**src/rtl/tx_frame_sequencer.sv**
```systemverilog
// Link-layer TX framing sequencer: frames packets as STP / payload / END,
// fills the gaps with IDL and schedules periodic COM SKP SKP SKP ordered sets.
module tx_frame_sequencer #(
   parameter int SKP_INTERVAL = 64
) (
   input  logic       CLK,
   input  logic       RESET_L,
   input  logic       PKT_START,
   input  logic [7:0] PKT_LEN,
   input  logic       FIFO_EMPTY,
   input  logic [7:0] FIFO_DATA,
   output logic       FIFO_RD,
   output logic [3:0] CONTROL,
   output logic [7:0] Tx_Buffer,
   output logic       VALID,
   output logic       BUSY,
   output logic       PKT_DONE,
   output logic       PKT_ABORT
);

   localparam int CNT_W = $clog2(SKP_INTERVAL);
   localparam logic [CNT_W-1:0] CNT_LAST = CNT_W'(SKP_INTERVAL - 1);

   localparam logic [3:0] SYM_COM  = 4'd0;
   localparam logic [3:0] SYM_SKP  = 4'd2;
   localparam logic [3:0] SYM_STP  = 4'd3;
   localparam logic [3:0] SYM_END  = 4'd5;
   localparam logic [3:0] SYM_EDB  = 4'd6;
   localparam logic [3:0] SYM_IDL  = 4'd8;
   localparam logic [3:0] SYM_DATA = 4'd9;

   localparam logic [3:0] ST_IDLE = 4'd0;
   localparam logic [3:0] ST_SKP0 = 4'd1;
   localparam logic [3:0] ST_SKP1 = 4'd2;
   localparam logic [3:0] ST_SKP2 = 4'd3;
   localparam logic [3:0] ST_SKP3 = 4'd4;
   localparam logic [3:0] ST_STP  = 4'd5;
   localparam logic [3:0] ST_DATA = 4'd6;
   localparam logic [3:0] ST_END  = 4'd7;
   localparam logic [3:0] ST_EDB  = 4'd8;

   logic [3:0]       state_r;
   logic [CNT_W-1:0] skp_cnt_r;
   logic             skp_pending_r;
   logic [7:0]       byte_cnt_r;
   logic [3:0]       control_r;
   logic [7:0]       tx_buffer_r;
   logic             valid_r;
   logic             busy_r;
   logic             pkt_done_r;
   logic             pkt_abort_r;

   logic [3:0]       state_nxt_s;
   logic [3:0]       ctl_nxt_s;
   logic [7:0]       byte_cnt_nxt_s;
   logic             pop_s;
   logic             skp_take_s;
   logic             wrap_s;
   logic             skp_req_s;

   // A wrap in the deciding cycle counts as a request, so SKP beats a coincident PKT_START
   assign wrap_s    = (skp_cnt_r == CNT_LAST);
   assign skp_req_s = skp_pending_r | wrap_s;

   // Next state and next symbol; state_r names the symbol currently on CONTROL
   always_comb begin
      state_nxt_s    = state_r;
      ctl_nxt_s      = SYM_IDL;
      byte_cnt_nxt_s = byte_cnt_r;
      pop_s          = 1'b0;
      skp_take_s     = 1'b0;
      case (state_r)
         ST_IDLE, ST_END, ST_EDB: begin
            if (skp_req_s) begin
               state_nxt_s = ST_SKP0;
               ctl_nxt_s   = SYM_COM;
               skp_take_s  = 1'b1;
            end else if (PKT_START && (PKT_LEN != 8'd0)) begin
               state_nxt_s    = ST_STP;
               ctl_nxt_s      = SYM_STP;
               byte_cnt_nxt_s = PKT_LEN;
            end else begin
               state_nxt_s = ST_IDLE;
               ctl_nxt_s   = SYM_IDL;
            end
         end
         ST_SKP0: begin
            state_nxt_s = ST_SKP1;
            ctl_nxt_s   = SYM_SKP;
         end
         ST_SKP1: begin
            state_nxt_s = ST_SKP2;
            ctl_nxt_s   = SYM_SKP;
         end
         ST_SKP2: begin
            state_nxt_s = ST_SKP3;
            ctl_nxt_s   = SYM_SKP;
         end
         ST_SKP3: begin
            state_nxt_s = ST_IDLE;
            ctl_nxt_s   = SYM_IDL;
         end
         ST_STP, ST_DATA: begin
            if ((state_r == ST_DATA) && (byte_cnt_r == 8'd0)) begin
               state_nxt_s = ST_END;
               ctl_nxt_s   = SYM_END;
            end else if (!FIFO_EMPTY) begin
               state_nxt_s    = ST_DATA;
               ctl_nxt_s      = SYM_DATA;
               pop_s          = 1'b1;
               byte_cnt_nxt_s = byte_cnt_r - 8'd1;
            end else begin
               state_nxt_s = ST_EDB;
               ctl_nxt_s   = SYM_EDB;
            end
         end
         default: begin
            state_nxt_s = ST_IDLE;
            ctl_nxt_s   = SYM_IDL;
         end
      endcase
   end

   assign FIFO_RD = pop_s & RESET_L;

   // State, SKP scheduler and registered outputs
   always_ff @(posedge CLK) begin
      if (!RESET_L) begin
         state_r       <= ST_IDLE;
         skp_cnt_r     <= {CNT_W{1'b0}};
         skp_pending_r <= 1'b0;
         byte_cnt_r    <= 8'd0;
         control_r     <= SYM_IDL;
         tx_buffer_r   <= 8'd0;
         valid_r       <= 1'b0;
         busy_r        <= 1'b0;
         pkt_done_r    <= 1'b0;
         pkt_abort_r   <= 1'b0;
      end else begin
         state_r    <= state_nxt_s;
         byte_cnt_r <= byte_cnt_nxt_s;
         control_r  <= ctl_nxt_s;
         skp_cnt_r  <= wrap_s ? {CNT_W{1'b0}} : (skp_cnt_r + CNT_W'(1));
         if (skp_take_s) begin
            skp_pending_r <= 1'b0;
         end else if (wrap_s) begin
            skp_pending_r <= 1'b1;
         end else begin
            skp_pending_r <= skp_pending_r;
         end
         if (pop_s) begin
            tx_buffer_r <= FIFO_DATA;
         end else begin
            tx_buffer_r <= tx_buffer_r;
         end
         valid_r     <= (ctl_nxt_s == SYM_DATA);
         busy_r      <= (state_nxt_s == ST_STP) || (state_nxt_s == ST_DATA);
         pkt_done_r  <= (state_nxt_s == ST_END);
         pkt_abort_r <= (state_nxt_s == ST_EDB);
      end
   end

   assign CONTROL   = control_r;
   assign Tx_Buffer = tx_buffer_r;
   assign VALID     = valid_r;
   assign BUSY      = busy_r;
   assign PKT_DONE  = pkt_done_r;
   assign PKT_ABORT = pkt_abort_r;

endmodule

```
**config.mk**
```make
export PLATFORM = sky130hd
export DESIGN_NAME = tx_frame_sequencer
export DESIGN_NICKNAME = d
export VERILOG_FILES = /design/src/rtl/tx_frame_sequencer.sv
export SDC_FILE = /design/constraint.sdc
export NUM_CORES = 1
export LEC_CHECK = 0
export CORE_ASPECT_RATIO = 1.75
export CORE_MARGIN = 5
export CORE_UTILIZATION = 45
export CTS_CLUSTER_SIZE = 16
export DETAILED_ROUTE_END_ITERATION = 16
export DONT_BUFFER_PORTS = 1
export PLACE_DENSITY = 0.69
export SLEW_MARGIN = 20
export SYNTH_ARGS = -nofsm -noshare
export SYNTH_HDL_FRONTEND = slang
export SYNTH_SLANG_ARGS = --single-unit
```
**constraint.sdc**
```tcl
create_clock -name CLK -period 4.8 [get_ports CLK]
set_input_delay 0.96 -clock CLK [delete_from_list [all_inputs] [get_ports CLK]]
set_output_delay 0.96 -clock CLK [all_outputs]
set_load 0.1 [all_outputs]
```
==> run metrics <==
Vias=1,242; asr flop ratio synth=0%; routed len/inst=16.65 um; crit-path max FO=11; CTS resizes=0; GRT overflow=0; VDD IR max=0.2434 mV; total CTS buffers=5; fin util=48.66%; H-tree levels=2; Post-DP HPWL=2.665 mm; worst-skew pair later-pin latency=0.29 ns; DIE AREA=4951 um^2; yosys warns=0; data required time of the worst path=3.84 ns; antenna violations before repair=0; Post-Synthesis Cell Area=1622 um^2; DP Area=1645 um^2; RD Place Congestion=0.7720; Final Routed Wirelength=3.629 mm; Clock transition at path regs=0.07 ns; Period minus WS final=3.131 ns; pin count of the biggest net entering global routing=25; Die Wd=55.38 um; register area share after synthesis=43.21%; Avg Vias per Cell=5.697; Nets=194; Fin Setup TNS=0 ns; Initial Util=45.60%; GRT Util Overall=15.86%; Iter 0 DRT Violations=21; Core ar.=3556 um^2; global-route wire length before repair=6.182 mm; Max-Cap Viols=0; Register-to-Register Path Depth=6; final clock period utilization by the worst path=65.23%; CTS tree=done; ys flop type=dfxtp_1; number of synthesized flops with an enable pin=0; Hold EP=skp_cnt_r[0]$_SDFF_PP0_; status=finished clean; hold path depth=1; area delta synth->final=6.713%; Tightest Pin Transition=0.9840 ns; final hold viol count=0; RSZ-0062 raised after global routing=no; distinct cell type count after synthesis=49; DR DRC count=0; Critical Path Start Type=flop; Port Buffer Count=0; Root Buffer=clkbuf_8; leak pwr=0.6827 nW; Crit Path Class=reg2out; Crit Reg-Reg Startpoint=state_r[2]$_SDFF_PN0_; Max clock buf depth=2; setup bufs post-CTS=0; R2R Setup Slk=2.43 ns; Setup violations, final=0; highest clock rate=319.4 MHz; WHS=0.4548 ns; Pre-Repair DR Iteration Count=4; io pins=37; Worst Hold Launch=skp_cnt_r[0]$_SDFF_PP0_; Antenna Violating Nets Remaining=0; row cnt=29; CP arrival=2.17 ns; clk sinks=35; Max-Slew Margin vs Limit=34.31%; clock skew=0.005405 ns; Final Max Slew Viols=0; fraction of layout cells with a size suffix above 1=12.79%; #FFs+latches synth=35; # hold bufs at CTS=0; Antenna Cells=0; Hold Crit Class=reg2reg; vias in the first global route=1,285; r2r endpoint=byte_cnt_r[3]$_SDFFE_PN0P_; Final Instance Area=1730 um^2; gate count of the mapped netlist=169; Worst setup EP type=output pin; syn nets=192; die height=89.41 um; FILL cells=362; syn avg cell area=9.595 um^2; P per Cell Area=521.8 nW/um^2
[layout make-up]
type / count / area [um^2] / share of cell area, %
multi-input combinational: 119 / 842.1 / 48.66
sequential: 35 / 700.7 / 40.49
timing repair buffer: 2 / 15.01 / 0.8677
tap: 46 / 57.56 / 3.326
clock buffer: 6 / 72.57 / 4.194
inverter: 8 / 30.03 / 1.735
clock inverter: 2 / 12.51 / 0.7231
[stage by stage]
step           setup WS (ns)  instances   power, W
2_1_floorplan          1.180        169  0.0006577
3_3_place_gp           1.927        210  0.0006873
3_5_place_dp           1.914        210  0.0006987
4_1_cts                1.681        218  0.0009097
5_1_grt                1.538        218  0.0009512
6_report               1.669        218  0.0009029
[cell families after synthesis]
| group | count (synthesis) | synth area share, % |
|---|---|---|
| adders and majority gates | 3 | 2.315 |
| AOI/OAI and AO/OA | 35 | 17.98 |
| DFF | 35 | 43.21 |
| xor gates and xnor gates | 5 | 2.700 |
| and+or+nand+nor | 65 | 21.99 |
| buffers and inverters | 15 | 5.016 |
| muxes | 11 | 6.790 |
[placed cells by master (no fill, tap or decap), drive strengths merged, types with 3 or more instances in the layout]
cell type,instances
o21a,3
clkbuf,6
o21ai,3
nor2,23
xnor2,4
nand2,11
dfxtp,35
nor4,5
inv,7
nor3,3
mux2i,11
nand3,9
a21oi,10
ha,3
o32ai,3
nand4,3
[metal layers]
metal / track usage (%) / share of wire [%] / up-vias
met4: 7.965 / 2.4 / 0
met5: 0 / 0 / -
met1: 16.14 / 38 / 582
met3: 5.925 / 8.4 / 8
li1: - / - / 611
met2: 28.45 / 52 / 41
[critical path, stage by stage, from the launching register on]
cell and delay (ns):
dfxtp_1 0.42, nand2b_1 0.16, nor2_1 0.67, nand3_2 0.20
nor2_2 0.12, buf_4 0.31
[worst max-delay path by stage]
stage	slack, ns	startpoint	to
final	1.67	state_r[2]$_SDFF_PN0_	FIFO_RD
after global routing	1.54	state_r[2]$_SDFF_PN0_	FIFO_RD
after CTS	1.68	state_r[2]$_SDFF_PN0_	FIFO_RD
after detailed placement	1.91	RESET_L	FIFO_RD
after global placement	1.93	RESET_L	FIFO_RD
after floorplan	1.18	RESET_L	FIFO_RD
[power by group]
part	total (W)	internal (W)	switching, W	leakage (nW)
Clock	0.000210	0.000101	0.000109	0.0412
Sequential	0.000471	0.000328	0.000143	0.285
Combinational	0.000221	0.0000966	0.000125	0.356
[synthesized netlist by cell type, types with 2 or more instances]
master / count / share of area (%)
dfxtp_1: 35 / 43
nand2b_1: 2 / 0.77
o32ai_1: 3 / 1.6
buf_2: 2 / 0.62
nor4_1: 4 / 1.5
o311a_1: 2 / 1.2
nand2_1: 11 / 2.5
and3_1: 2 / 0.77
buf_6: 3 / 2.1
mux2i_1: 11 / 6.8
o21a_1: 3 / 1.4
o21ai_0: 2 / 0.62
nor2_1: 23 / 5.3
nand3_1: 8 / 2.5
a21oi_1: 9 / 2.8
ha_1: 3 / 2.3
nand4_1: 2 / 0.77
inv_1: 7 / 1.6
xnor2_1: 4 / 2.2
clkbuf_1: 2 / 0.46
nor3_1: 3 / 0.93
[registers in the layout, indices dropped and copies added, names as in the netlist]
register and cells:
skp_cnt_r 6, state_r 4, CONTROL 4, skp_pending_r 1
VALID 1, PKT_DONE 1, BUSY 1, PKT_ABORT 1
Tx_Buffer 8, byte_cnt_r 8
(Power assumes the default switching activity.)
